$ cat src/rtl/loadable_down_counter_pkg.sv
// Shared constants and state type for the loadable down counter.
package loadable_down_counter_pkg;

    localparam int DEFAULT_N = 4;

    localparam logic [1:0] ST_IDLE = 2'd0;
    localparam logic [1:0] ST_RUN  = 2'd1;
    localparam logic [1:0] ST_DONE = 2'd2;

    typedef enum logic [1:0] {
        IDLE   = ST_IDLE,
        RUN    = ST_RUN,
        FINISH = ST_DONE
    } state_t;

endpackage

$ cat src/rtl/loadable_down_counter_if.sv
// Control/status bundle of the loadable down counter; master drives commands, slave is the counter.
interface loadable_down_counter_if #(
    parameter int N = loadable_down_counter_pkg::DEFAULT_N
);
    logic         enable;
    logic         load;
    logic [N-1:0] load_value;
    logic [N-1:0] Q;
    logic         terminal_count;
    logic         done;
    logic         busy;

    modport master (
        output enable, load, load_value,
        input  Q, terminal_count, done, busy
    );

    modport slave (
        input  enable, load, load_value,
        output Q, terminal_count, done, busy
    );
endinterface

$ cat src/rtl/loadable_down_counter_core.sv
// N-bit borrow-chain toggle register: load has priority over decrement; no state knowledge.
module down_count_core
    import loadable_down_counter_pkg::*;
#(
    parameter int N = DEFAULT_N
) (
    input  logic         clk,
    input  logic         reset,
    input  logic         load,
    input  logic [N-1:0] load_value,
    input  logic         dec_en,
    output logic [N-1:0] q
);

    logic [N-1:0] t;

    // Bit i toggles when decrementing and every lower bit is 0 (a borrow ripples up).
    always_comb begin
        t[0] = dec_en;
        for (int i = 1; i < N; i++) begin
            t[i] = t[i-1] & ~q[i-1];
        end
    end

    // NOTE: sequential state is assigned with <= so every flop samples pre-edge values.
    always_ff @(posedge clk) begin
        if (reset) begin
            q <= '0;
        end else if (load) begin
            q <= load_value;
        end else begin
            q <= q ^ t;
        end
    end

endmodule

$ cat src/rtl/loadable_down_counter.sv
// Loadable down counter: IDLE/RUN/DONE control, flags and optional periodic reload.
// Define LOADABLE_DOWN_COUNTER_AUTO_RELOAD_EN to restart from the reload register when enabled in DONE.
module loadable_down_counter
    import loadable_down_counter_pkg::*;
#(
    parameter int N = DEFAULT_N
) (
    input  logic                      clk,
    input  logic                      reset,
    loadable_down_counter_if.slave    bus
);

    state_t       state, state_n;
    logic         core_load;
    logic [N-1:0] core_data;
    logic         dec_en;
    logic         done_n;

`ifdef LOADABLE_DOWN_COUNTER_AUTO_RELOAD_EN
    logic [N-1:0] reload_q;

    always_ff @(posedge clk) begin
        if (reset) begin
            reload_q <= '0;
        end else if (bus.load && bus.load_value != '0) begin
            reload_q <= bus.load_value;
        end
    end
`endif

    // NOTE: every always_comb output gets a default first, so no path can infer a latch.
    always_comb begin
        state_n   = state;
        core_load = 1'b0;
        core_data = bus.load_value;
        dec_en    = 1'b0;
        done_n    = 1'b0;

        if (bus.load) begin
            // Load beats enable and swallows any done that would have fired this cycle.
            core_load = 1'b1;
            state_n   = (bus.load_value != '0) ? RUN : FINISH;
        end else begin
            unique case (state)
                RUN: begin
                    if (bus.enable) begin
                        dec_en = 1'b1;
                        if (bus.Q == N'(1)) begin
                            state_n = FINISH;
                            done_n  = 1'b1;
                        end
                    end
                end
                FINISH: begin
`ifdef LOADABLE_DOWN_COUNTER_AUTO_RELOAD_EN
                    if (bus.enable && reload_q != '0) begin
                        core_load = 1'b1;
                        core_data = reload_q;
                        state_n   = RUN;
                    end
`endif
                end
                default: ;
            endcase
        end
    end

    // Flags are registered from the next state, so they line up with the new Q.
    always_ff @(posedge clk) begin
        if (reset) begin
            state              <= IDLE;
            bus.terminal_count <= 1'b0;
            bus.busy           <= 1'b0;
            bus.done           <= 1'b0;
        end else begin
            state              <= state_n;
            bus.terminal_count <= (state_n == FINISH);
            bus.busy           <= (state_n == RUN);
            bus.done           <= done_n;
        end
    end

    down_count_core #(.N(N)) u_core (
        .clk        (clk),
        .reset      (reset),
        .load       (core_load),
        .load_value (core_data),
        .dec_en     (dec_en),
        .q          (bus.Q)
    );

endmodule

$ cat src/flat_wrapper.sv
// flat-port wrapper written by rule: the top's interface ports become plain ports
module loadable_down_counter_flat import loadable_down_counter_pkg::*;
#(
    parameter int N = DEFAULT_N
)
  (clk, reset, bus_enable, bus_load, bus_load_value, bus_Q, bus_terminal_count, bus_done, bus_busy);
  loadable_down_counter_if #(.N(N)) bus_i ();
  input  logic clk;
  input  logic reset;
  input wire logic [$bits(bus_i.enable)-1:0] bus_enable;
  input wire logic [$bits(bus_i.load)-1:0] bus_load;
  input wire logic [$bits(bus_i.load_value)-1:0] bus_load_value;
  output wire logic [$bits(bus_i.Q)-1:0] bus_Q;
  output wire logic [$bits(bus_i.terminal_count)-1:0] bus_terminal_count;
  output wire logic [$bits(bus_i.done)-1:0] bus_done;
  output wire logic [$bits(bus_i.busy)-1:0] bus_busy;
  assign bus_i.enable = bus_enable;
  assign bus_i.load = bus_load;
  assign bus_i.load_value = bus_load_value;
  assign bus_Q = bus_i.Q;
  assign bus_terminal_count = bus_i.terminal_count;
  assign bus_done = bus_i.done;
  assign bus_busy = bus_i.busy;
  loadable_down_counter #(.N(N)) u_core (.clk(clk), .reset(reset), .bus(bus_i));
endmodule
$ cat config.mk
export PLATFORM = sky130hd
export DESIGN_NAME = loadable_down_counter_flat
export DESIGN_NICKNAME = d
export VERILOG_FILES = /design/src/rtl/loadable_down_counter_pkg.sv /design/src/rtl/loadable_down_counter_if.sv /design/src/rtl/loadable_down_counter_core.sv /design/src/rtl/loadable_down_counter.sv /design/src/flat_wrapper.sv
export SDC_FILE = /design/constraint.sdc
export NUM_CORES = 1
export LEC_CHECK = 0
export BUFFER_PORTS_ARGS = -buffer_cell sky130_fd_sc_hd__buf_2
export CORE_MARGIN = 1.5
export CORE_UTILIZATION = 25
export DETAILED_ROUTE_END_ITERATION = 7
export GPL_TIMING_DRIVEN = 0
export PLACE_DENSITY_LB_ADDON = 0.05
export SETUP_SLACK_MARGIN = 0.5
export SLEW_MARGIN = 40
export SYNTH_ARGS = -nofsm -noshare
export SYNTH_HDL_FRONTEND = slang
export SYNTH_HIERARCHICAL = 1
export SYNTH_SLANG_ARGS = --single-unit
$ cat constraint.sdc
create_clock -name clk -period 3.4 [get_ports clk]
set_input_delay 0.68 -clock clk [delete_from_list [all_inputs] [get_ports clk]]
set_output_delay 0.68 -clock clk [all_outputs]
set_load 0.005 [all_outputs]
Yosys cells after proc, flatten, opt, wreduce, memory -nomap -nowiden
Cells that the tools add are included.
{ "word_totals": {"elab_cells": 31, "output_inout_bits": 7, "ff_bits": 9, "inputBits": 8} }
{ "classes": {"bitwise": 9, "n_eq_ne": 4, "mux": 11, "reduce_logical": 2} }
{ "ops": {"columns": ["op", "n"], "rows": [
  ["$mux 2", 5],
  ["$mux 1", 5],
  ["$not 1->1", 5],
  ["$eq 2x1->1 const B", 2],
  ["$eq 4x1->1 const B", 1],
  ["$mux 4", 1],
  ["$reduce_bool 4->1", 1],
  ["$reduce_or 4->1", 1],
  ["$xor 4x4->4", 1],
  ["$and 1x1->1", 3],
  ["$eq 2x2->1 const B", 1]
]} }

Longest topological paths before layout
Gate-level depths: netlist of the first run.
{ "depth": {"ltp_word": 8, "mapped_depth": 6, "depth_no_buf": 6} }

Cells and area by module
Netlist of the first run, hierarchy kept.
{ "modules_own_cells": {"columns": ["mod", "seq_area_each_um2", "area_each_um2", "n_inst", "cells_per_inst"], "rows": [
  ["loadable_down_counter", 100.1, 245.2, 1, 25],
  ["down_count_core", 80.1, 196.4, 1, 20]
]} }

Worst setup path before layout of the first run
OpenSTA, ideal clock, no wires.
{ "synth_path": {"path_type": "input to register", "start": "input bus_load", "end": "register u_core.u_core.q[3]", "setup_ps": 86, "required_time_ps": 3314, "path_buffers": 0, "cell_stages": 6, "arrival_time_ps": 1744, "slack_ps": 1570, "cell_sequence": "and4bb_2 > ha_1 > ha_1 > ha_1 > xnor2_1 > a211oi_1"} }
{ "synth_between": {"elab_chain_len": 6, "word_cells_on_any_way": 7, "cone_classes": "mux (3); bitwise (4)"} }
{ "synth_lines": {"columns": ["element", "line", "rtl"], "rows": [
  ["start, declared", "flat_wrapper.sv:11", "input wire logic [$bits(bus_i.load)-1:0] bus_load;"],
  ["$mux 1", "loadable_down_counter.sv:39", "if (bus.load) begin"],
  ["$and 1x1->1 (3 in a row)", "loadable_down_counter_core.sv:21", "t[i] = t[i-1] & ~q[i-1];"],
  ["$xor 4x4->4", "loadable_down_counter_core.sv:32", "q <= q ^ t;"],
  ["$mux 4 *", "loadable_down_counter_core.sv:29", "end else if (load) begin"],
  ["end signal, assigned", "loadable_down_counter_core.sv:30", "q <= load_value;"],
  ["end signal, assigned", "loadable_down_counter_core.sv:32", null],
  ["end, declared", "loadable_down_counter_core.sv:12", "output logic [N-1:0] q"]
]} }
Mark *: on every way between the ends. The rest lies on a longest branch, timed or not.
A chain may end at the register's enable or synchronous reset.

Worst setup path after layout of the first run
{ "layout_path": {"start": "input bus_load", "end": "register u_core.u_core.q[3]"} }
{ "layout_between": {"elab_chain_len": 6, "word_cells_on_any_way": 7, "cone_classes": "mux (3); bitwise (4)"} }
{ "layout_lines": {"columns": ["element", "line", "rtl"], "rows": [
  ["$mux 1", "loadable_down_counter.sv:39", null],
  ["named net u_core.dec_en", "loadable_down_counter.sv:16", "logic dec_en;"],
  ["$and 1x1->1 (3 in a row)", "loadable_down_counter_core.sv:21", null],
  ["$xor 4x4->4", "loadable_down_counter_core.sv:32", null],
  ["$mux 4", "loadable_down_counter_core.sv:29", null]
]} }
The timed path passes the listed nets, and every way through them passes these cells.

==> results of run 1 <==
-- stage by stage --
stage               cells  area, um^2  hold slack, ps  total power (W)  util (%)
finish                 80         559             548         0.000236      33.1
global route           80         559             600         0.000252      33.1
CTS                    80         559             544         0.000240      33.1
detailed placement     76         533             535         0.000153      31.6
global placement       76         533             550         0.000154      31.6
floorplan              45         442             491         0.000137         -
-- worst register-to-register path, delay by kind of cell, from the launching register on --
family                   cells  cell delay (ps)
XOR/XNOR                     1              120
AO/OA/AOI/OAI                1              210
adder cells (fa/ha/maj)      3              560
flip-flops                   1              410
AND/OR/NAND/NOR              1              280
-- sequential cells by signal, summed over array words and instances, names as in the netlist --
| name | count |
|---|---|
| u_core/bus.busy | 1 |
| u_core/bus.done | 1 |
| u_core/bus.terminal_count | 1 |
| u_core/state | 2 |
| u_core/u_core/q | 4 |
-- routing by layer --
| metal | vias to the layer above | track usage [%] |
|---|---|---|
| met1 | 170 | 14.6 |
| met3 | 2 | 7.60 |
| met5 | - | 0 |
| met2 | 12 | 14.6 |
| met4 | 0 | 7.06 |
| li1 | 199 | - |
-- kinds of logic after synthesis --
| group | after synthesis |
|---|---|
| buf+inv | 4 |
| xor+xnor | 1 |
| fa+ha+maj | 3 |
| flops | 9 |
| simple gates | 21 |
| compound gates | 7 |
-- worst max-delay path by stage --
| stage | slack (ps) | depth (start not counted) | to | from |
|---|---|---|---|---|
| 6_report | 1550 | 7 | u_core/u_core/q[3] | bus_load |
| 5_1_grt | 1460 | 7 | u_core/u_core/q[3] | bus_load |
| 4_1_cts | 1540 | 7 | u_core/u_core/q[3] | bus_load |
| 3_5_place_dp | 1250 | 7 | u_core/u_core/q[3] | bus_load |
| 3_3_place_gp | 1250 | 7 | u_core/u_core/q[3] | bus_load |
| 2_1_floorplan | 1570 | 6 | u_core/u_core/q[3] | bus_load |
-- cells in the final DEF, fill, tap and decap left out, drive strengths merged --
master,instances
a211oi,4
a31oi,2
and3,1
and4bb,2
buf,14
clkbuf,4
dfxtp,9
ha,3
inv,4
nand2,2
nand2b,1
nand3,1
nor2,3
nor2b,5
nor3,2
nor4,1
nor4b,1
o22ai,1
or2b,1
or4b,1
xnor2,1
-- area by class of cell --
class,instances,area (um^2)
flip-flops and latches,9,180
repair buffers,14,70.1
well taps,17,21.3
multi-input cells,32,246
fillers,188,1130
inverters,4,15.0
clock buffers,4,26.3
-- power by group --
group / total (W) / internal, W / switching, W / leakage (nW)
Clock: 0.0000857 / 0.0000454 / 0.0000403 / 0.0150
Combinational: 0.0000341 / 0.0000176 / 0.0000164 / 0.156
Sequential: 0.000116 / 0.000112 / 0.00000481 / 0.0743
Total: 0.000236 / 0.000175 / 0.0000616 / 0.245
==> results by group, run 1 <==
Synthesis
  – Ys Warns: 6
  – Top-count cell post-synth: dfxtp_1
  – Post-Synth XOR/XNOR Area: under 10%
  – Netlist Area Pre-Place: 442 um^2
  – Synth unique cells: 20
  – Synth top cells by count: dfxtp_1 (9), nor2b_1 (5), a211oi_1 (4), inv_1 (4)
  – Synth Flop Type: dfxtp_1
  – Top-area cell type share of the netlist area: 40.8%
  – Syn nets: 56
  – Mux share of post-synthesis cell area: 0%
  – Simple-Gate Fraction of Synth Area: 32.9%
  – Synth top area cells: dfxtp_1 (41%), ha_1 (8.5%), nor2b_1 (7.1%)
  – Compound-Gate Fraction of Synth Area: between 10% and 20%
  – Adder-cell share of the synthesized area: roughly 8.5%
  – Sequential area share after synthesis: 40.8%
  – Share of flip-flops with an asynchronous set or reset: 0%
  – EDFF count, synth: 0
  – Dominant cell type by area after synthesis: dfxtp_1
  – Main combinational cell family by area after synthesis: simple AND/OR/NAND/NOR gates
  – Number of synthesized register bits: 9
  – Syn Area/Cell: 9.81 um^2
  – Mapped Cells: 45

Final layout
  – Area growth, synth to finish: 26.6%
  – Nets: 75
  – Share of layout cells above drive strength 1: 36.5%
  – Antenna Cells: 0

Routing
  – DRC: 0
  – Top Metal Used: met4
  – Metal3 WL: 63 um
  – Met2 wire length: 386 um
  – Post-Route WL: between 900 and 1000 um
  – Vias: between 300 and 400
  – WL met1: 485 um
  – Post-route ant nets: 0
  – Detailed Routing Iterations Pass 1: 3
  – Drt wl/cell: about 12 um
  – First DRT Iteration DRCs: 5
  – Vias/cell: 4.79

Global routing
  – Vias in the first global route: between 300 and 400
  – First-pass GRT wire length: between 1500 and 2000 um
  – Pin count of the biggest net entering global routing: 13
  – Initial antenna violation count: 0
  – Total congestion overflow: 0
  – Total GRT Usage: 11.7%

STA
  – Worst slew pin tran: 413 ps
  – Setup-failing EPs final: 0
  – Period utilisation layout: between 50% and 60%
  – Rel. slew slack: 72.1%
  – Setup_tns: 0 ps
  – Final hold vios: 0
  – Layout Skew: 4.67 ps
  – FMAX: ~540 MHz
  – Fin worst setup slack: 1550 ps
  – Final min period: 1850 ps
  – RSZ-0062 raised after global routing: false
  – Pins over their slew limit: 0

Power
  – Peak VDD IR: 0.176 mV
  – Power per cell area: 422 nW/um^2
  – LEAKAGE: 0.245 nW

Placed design
  – Place WS: ~1300 ps
  – Detail Placement HPWL: slightly above 700 um
  – Placer congestion estimate: 0.756
  – # port buffers: 14

Die
  – Core ar.: 1690 um^2
  – Rows: 15
  – Chip width: 45.0 um
  – Starting Density: 26.1%
  – IO Pins: 15
  – Die ar.: 2030 um^2
  – Die height: about 45 um

Setup path
  – Crit-path max cell delay: 270 ps
  – Worst path bufs/invs: 1
  – Critical path data required time: 3580 ps
  – Flop2flop setup slack: 1730 ps
  – Critical path class: in -> reg
  – CP Capture Type: flip-flop
  – Reg2reg start: u_core/state[1]
  – Worst-path cell chain: buf_2, and4bb_2, ha_1, ha_1, ha_1, xnor2_1, a211oi_1
  – FF-to-FF path depth: 6
  – R2R Path End: u_core/u_core/q[3]
  – Worst EP arrival: 2030 ps
  – Most frequent CP cell: ha_1
  – CP max stage cell: and4bb_2
  – Worst setup SP type: input port
  – Worst-path maximum fanout: 12
  – CP top delay family: adder cells

Worst hold path
  – Count of cells along the worst hold path: 2
  – Hold Crit Start: u_core/state[1]
  – Min-delay worst type: reg -> reg
  – Hold worst-path end: u_core/bus.terminal_count

Clock network
  – Cts hold-fix bufs: 0
  – PostCTS Resize Cnt: 0
  – Clk sinks: 9
  – H-tree depth: 1
  – Root Driver: clkbuf_4
  – Max Root-Sink Buffers: 2
  – Inserted Clock Buffers: 3
  – Post-CTS Setup Bufs: 0
  – Clock insertion delay at the later pin of the skew report: 260 ps
  – CTS tree: yes
  – Clk slew on worst S/H paths: 70 ps

Run status
  – Status: completed

Flow run
  – Max Cap Viol: 0
(Power assumes the default switching activity.)
==> inputs of run 2 (changes only) <==
Clock period 3.4 ns to 1.78 ns, I/O delays scaled along.
==> run 2 against run 1 <==
Die area is the same. Wire length grew 2.3%. Count of clock-buffer cells in the layout is the same. Worst hold slack lost 150 ps. Worst setup slack lost 1200 ps. Combinational power grew 140%. Non-clock buffer count grew 2. Flip-flop and latch count is the same. Clock power grew 77%.
==> results by group, run 2 (same netlist as run 1, synthesis figures left out) <==
Power
  – Clk pwr share: 33.4% (-2.9 points)
  – Total power after layout: 0.000456 W (+93%)
  – Combinational Power Share: 17.9% (+3.5 points)
  – Peak VDD IR: 0.411 mV (+130%)
  – Sequential share of power: 48.7% (-0.6 points)
  – Int Power: 0.000343 W (+96%)
  – Power per cell area: 727 nW/um^2 (+72%)
  – LEAKAGE: 0.260 nW (+5.8%)
  – Sw Ratio: 24.8% (-1.3 points)
  – Net Sw Power: 0.000113 W (+84%)

Routing
  – Vias/cell: 4.82 (+0.62%)
  – DRC: 0 (unchanged)
  – Vias: 395 (+3.1%)
  – Detailed Routing Iterations Pass 1: 4 (+1)
  – Post-Route WL: 968 um (+2.3%)
  – Drt wl/cell: 11.8 um (-0.17%)
  – First DRT Iteration DRCs: 10 (+5)
  – Post-route ant nets: 0 (unchanged)

Global routing
  – Initial antenna violation count: 0 (unchanged)
  – First-pass GRT wire length: 1500 um (-3.1%)
  – Vias in the first global route: 309 (-3.7%)
  – Total GRT Usage: 11.0% (-0.64 points)
  – Total congestion overflow: 0 (unchanged)
  – Pin count of the biggest net entering global routing: 13 (unchanged)

Setup path
  – Worst EP arrival: 1570 ps (-460 ps)
  – Critical path class: reg -> reg
  – Worst-path maximum fanout: 2 (-10)
  – Critical path data required time: 1950 ps (-1630 ps)
  – Reg2reg start: u_core/state[1]
  – CP Capture Type: flip-flop
  – Worst setup SP type: flip-flop
  – Crit path launch: u_core/state[1]

Die
  – Chip width: 45.0 um (unchanged)
  – IO Pins: 15 (unchanged)
  – Core ar.: 1690 um^2 (unchanged)
  – Starting Density: 26.1% (unchanged)
  – Die height: 45.0 um (unchanged)
  – Die ar.: 2030 um^2 (unchanged)
  – Rows: 15 (unchanged)

Clock network
  – Clk sinks: 9 (unchanged)
  – Clock insertion delay at the later pin of the skew report: 250 ps (about the same)
  – Root Driver: clkbuf_4
  – Clk slew on worst S/H paths: 60 ps (about the same)
  – Inserted Clock Buffers: 3 (unchanged)
  – Max Root-Sink Buffers: 2 (unchanged)
  – CTS tree: yes
  – H-tree depth: 1 (unchanged)

STA
  – RSZ-0062 raised after global routing: true
  – Final hold vios: 0 (unchanged)
  – FMAX: 715 MHz
  – Layout Skew: 1.16 ps (-3.51 ps)
  – Pins over their slew limit: 0 (unchanged)
  – Rel. slew slack: 73.4% (+1.4 points)
  – Worst slew pin tran: 393 ps (-20.2 ps)
  – Setup-failing EPs final: 0 (unchanged)
  – Period utilisation layout: 78.5%
  – Setup_tns: 0 ps (unchanged)
  – Final min period: 1400 ps

Final layout
  – Area growth, synth to finish: 41.9%
  – Share of layout cells above drive strength 1: 49.2% (+13 points)
  – Most frequent cells in the layout: buf_2 (13), dfxtp_1 (7), nor2b_1 (5)
  – Final Instance Area: 627 um^2 (+12%)
  – Antenna Cells: 0 (unchanged)
  – Max reg flops: 4 (unchanged)
  – Nets: 77 (+2.7%)
  – Commonest non-fill, non-tap cell in the layout: buf_2
  – Top flop regs: u_core/u_core/q: 4 flops, u_core/state: 2 flops
  – Top reg by flops: u_core/u_core/q

Placed design
  – Placed cell area: 577 um^2 (+8.2%)
  – Placer congestion estimate: 0.683 (-9.6%)
  – Detail Placement HPWL: 748 um (+3.2%)
  – # port buffers: 14 (unchanged)

Run status
  – Status: completed

Flow run
  – Max Cap Viol: 0 (unchanged)

Worst hold path
  – Min-delay worst type: in -> reg
  – Hold Crit Start: bus_load_value[0]
==> run 2: changes by cell type in the layout (fill, tap and decap cells not counted), sizes merged <==
cell	previous run	this run
buf	14	16
==> run 2: final timing paths <==
check / to / slack, ps / depth (start not counted)
setup reg to reg: u_core/u_core/q[3] / 380 / 6
hold reg to reg: u_core/u_core/q[3] / 580 / 2
setup / recovery: u_core/u_core/q[3] / 380 / 6
hold / removal: u_core/u_core/q[0] / 400 / 3
==> run 2: area by class of cell <==
type                       instances  area [um^2]
fill                             190         1060
timing repair buffer              16         87.6
sequential                         9          183
inverter                           4         15.0
tap                               17         21.3
multi-input combinational         32          294
clock buffer                       4         26.3
==> run 2: power groups by stage <==
stage / clock network [W] / logic, W / registers (W)
after floorplan: 0 / 0.0000438 / 0.000227
after global placement: 0 / 0.0000764 / 0.000227
after detailed placement: 0 / 0.0000750 / 0.000227
after CTS: 0.000162 / 0.0000775 / 0.000222
after global routing: 0.000175 / 0.0000905 / 0.000224
final: 0.000152 / 0.0000816 / 0.000222
==> run 2: stage by stage <==
step	hold slack (ps)	setup WS (ps)	instances	util, %
final	401	382	82	37.1
after global routing	405	310	82	37.1
after CTS	393	369	81	36.3
after detailed placement	515	81.5	76	34.1
after global placement	534	76.3	76	34.1
after floorplan	418	366	45	-
==> run 2: worst max-delay path, stage by stage, from the launching register on <==
cell and delay (ps):
dfxtp_2 320, and4bb_2 250, ha_4 170, ha_4 150, ha_4 150, xnor2_1 110, a211oi_1 180
==> run 2: layer usage <==
metal	GRT usage [%]	share of wire (%)
met1	15.2	51
met2	13.1	42
met3	8.00	6.6
met4	3.53	0
met5	0	0
==> run 2: timing repair <==
item,in CTS,in global routing
pin swaps,1,2
gates resized for setup,1,2
endpoints found under the setup margin,3,5
cloned,0,0
setup buffers,1,1
hold buffers,0,0
==> inputs of run 3 (changes only) <==
Clock period 1.78 ns to 1.2 ns, I/O delays scaled along.
==> run 3 against run 2 <==
Count of clock-buffer cells in the layout stayed put. Cell count is 1.2% higher. The flow now finishes with violations (negative setup slack). Critical path depth stayed put. Highest routed layer unchanged.
==> results by group, run 3 (same netlist as run 1, synthesis figures left out) <==
Die
  – IO Pins: 15 (unchanged)
  – Die ar.: 2030 um^2 (unchanged)
  – Die height: 45.0 um (unchanged)
  – Core ar.: 1690 um^2 (unchanged)
  – Starting Density: 26.1% (unchanged)
  – Chip width: 45.0 um (unchanged)
  – Rows: 15 (unchanged)

Placed design
  – Detail Placement HPWL: 761 um (+1.8%)
  – Place WS: -397 ps (-478 ps)
  – Placer congestion estimate: 0.661 (-3.3%)
  – # port buffers: 14 (unchanged)

Power
  – Sw Ratio: 24.6% (-0.15 points)
  – Peak VDD IR: 0.495 mV (+21%)
  – Clk pwr share: 32.2% (-1.2 points)
  – Net Sw Power: 0.000171 W (+51%)
  – LEAKAGE: 0.274 nW (+5.3%)
  – Int Power: 0.000523 W (+52%)
  – Combinational Power Share: 20.1% (+2.2 points)
  – Sequential share of power: 47.7% (-1.0 points)
  – Power per cell area: 1030 nW/um^2 (+42%)

STA
  – Final hold vios: 0 (unchanged)
  – Final min period: 1470 ps (+75.5 ps)
  – Setup_tns: -541 ps (-541 ps)
  – Setup-failing EPs final: 5 (+5)
  – Fin worst setup slack: -274 ps (-656 ps)
  – Pins over their slew limit: 0 (unchanged)
  – RSZ-0062 raised after global routing: true
  – Period utilisation layout: 123% (+44 points)
  – Worst slew pin tran: 458 ps (+65.2 ps)
  – FMAX: 679 MHz (-5.1%)
  – Layout Skew: 1.28 ps (+0.122 ps)
  – Rel. slew slack: 69.0% (-4.4 points)

Setup path
  – Critical path data required time: 1370 ps (-580 ps)
  – CP max stage cell: dfxtp_4
  – Worst-path maximum fanout: 2 (unchanged)
  – Worst setup SP type: flip-flop
  – Crit-path max cell delay: 340 ps (+20 ps)
  – FF-to-FF path depth: 6 (unchanged)
  – Critical path class: reg -> reg
  – Most frequent CP cell: ha_4
  – Worst EP arrival: 1650 ps (+80 ps)
  – Worst-path cell chain: and4bb_2, ha_4, ha_4, ha_4, xnor2_2, a211oi_2
  – CP Capture Type: flip-flop

Global routing
  – Total congestion overflow: 0 (unchanged)
  – First-pass GRT wire length: 1530 um (+1.8%)
  – Initial antenna violation count: 0 (unchanged)
  – Pin count of the biggest net entering global routing: 13 (unchanged)
  – Vias in the first global route: 359 (+16%)
  – Total GRT Usage: 11.0% (-0.064 points)

Routing
  – Metal3 WL: 62 um (-3.1%)
  – Post-Route WL: 950 um (-1.9%)
  – Vias/cell: 4.73 (-1.7%)
  – DRC: 0 (unchanged)
  – First DRT Iteration DRCs: 10 (unchanged)
  – Post-route ant nets: 0 (unchanged)
  – Drt wl/cell: 11.4 um (-3.0%)
  – Top Metal Used: met3
  – Vias: 393 (-0.51%)
  – Met2 wire length: 439 um (+7.1%)
  – Detailed Routing Iterations Pass 1: 3 (-1)
  – WL met1: 448 um (-9.1%)

Clock network
  – H-tree depth: 1 (unchanged)
  – CTS tree: yes
  – Root Driver: clkbuf_4
  – Inserted Clock Buffers: 3 (unchanged)
  – Max Root-Sink Buffers: 2 (unchanged)
  – Clk slew on worst S/H paths: 60 ps (about the same)
  – Clock insertion delay at the later pin of the skew report: 250 ps (about the same)
  – Clk sinks: 9 (unchanged)
  – Cts hold-fix bufs: 0 (unchanged)

Run status
  – Status: finished, violations left
  – Failing checks: negative setup slack

Final layout
  – Nets: 78 (+1.3%)
  – Top flop regs: u_core/u_core/q: 4 flops, u_core/state: 2 flops
  – Top reg by flops: u_core/u_core/q
  – Area growth, synth to finish: 52.1%
  – Antenna Cells: 0 (unchanged)
  – Share of layout cells above drive strength 1: 59.1% (+9.9 points)
  – Fillcell total: 175 (-7.9%)
  – Commonest non-fill, non-tap cell in the layout: buf_2
  – Most frequent cells in the layout: buf_2 (12), nor2b_1 (5)
  – Max reg flops: 4 (unchanged)

Worst hold path
  – Count of cells along the worst hold path: 3 (unchanged)
  – Min-delay worst type: in -> reg

Flow run
  – Max Cap Viol: 0 (unchanged)
run 3: cell count changes in the layout (fill, tap and decap cells not counted), moves of 2 or more:
cell      before  now
dfxtp_1        7    4
buf_6          0    3
dfxtp_2        2    4
a211oi_2       2    4
a211oi_1       2    0
run 3: area by class of cell:
| type | count | area (um^2) | share of cell area (%) |
|---|---|---|---|
| Inverter | 4 | 15.0 | 2.23 |
| Timing Repair Buffer | 17 | 109 | 16.2 |
| Tap cell | 17 | 21.3 | 3.17 |
| Multi-Input combinational cell | 32 | 312 | 46.4 |
| Clock buffer | 4 | 26.3 | 3.91 |
| Sequential cell | 9 | 189 | 28.1 |
run 3: per-stage QoR:
| stage | total power (W) | instance area, um^2 | hold WS [ps] | std cells | util [%] |
|---|---|---|---|---|---|
| after detailed placement | 0.000456 | 587 | 517 | 76 | 34.7 |
| after global routing | 0.000745 | 672 | 287 | 83 | 39.8 |
| final | 0.000694 | 672 | 288 | 83 | 39.8 |
| after global placement | 0.000456 | 587 | 530 | 76 | 34.7 |
| after floorplan | 0.000408 | 495 | 302 | 45 | - |
| after CTS | 0.000698 | 644 | 281 | 82 | 38.1 |
run 3: path summary, 6_finish.rpt:
kind,from,to,slack (ps)
setup / recovery,u_core/state[1],u_core/u_core/q[3],-270
hold / removal,bus_load_value[0],u_core/u_core/q[0],290
setup reg to reg,u_core/state[1],u_core/u_core/q[3],-270
hold reg to reg,u_core/u_core/q[3],u_core/u_core/q[3],610
run 3: metal layers:
metal	vias up	track usage (%)
li1	206	-
met1	176	14.5
met2	11	16.0
met3	0	3.60
met4	0	5.29
met5	-	0
run 3: timing repair:
action                     in CTS  in global routing
pin swaps                       2                  4
buffers inserted                2                  1
setup endpoints to repair      16                 16
resized for setup               6                  4
run 3: critical path: cells and delay by family, from the launching register on:
kind,cells,cell delay [ps]
flip-flops,1,340
XOR/XNOR,1,130
AO/OA/AOI/OAI,1,200
AND/OR/NAND/NOR,1,250
adder cells (fa/ha/maj),3,470
run 3: power groups by stage:
stage / combinational [W] / sequential, W / clock, W
6_report: 0.000140 / 0.000331 / 0.000223
5_1_grt: 0.000155 / 0.000333 / 0.000257
4_1_cts: 0.000131 / 0.000329 / 0.000239
3_5_place_dp: 0.000120 / 0.000336 / 0
3_3_place_gp: 0.000120 / 0.000337 / 0
2_1_floorplan: 0.0000714 / 0.000336 / 0
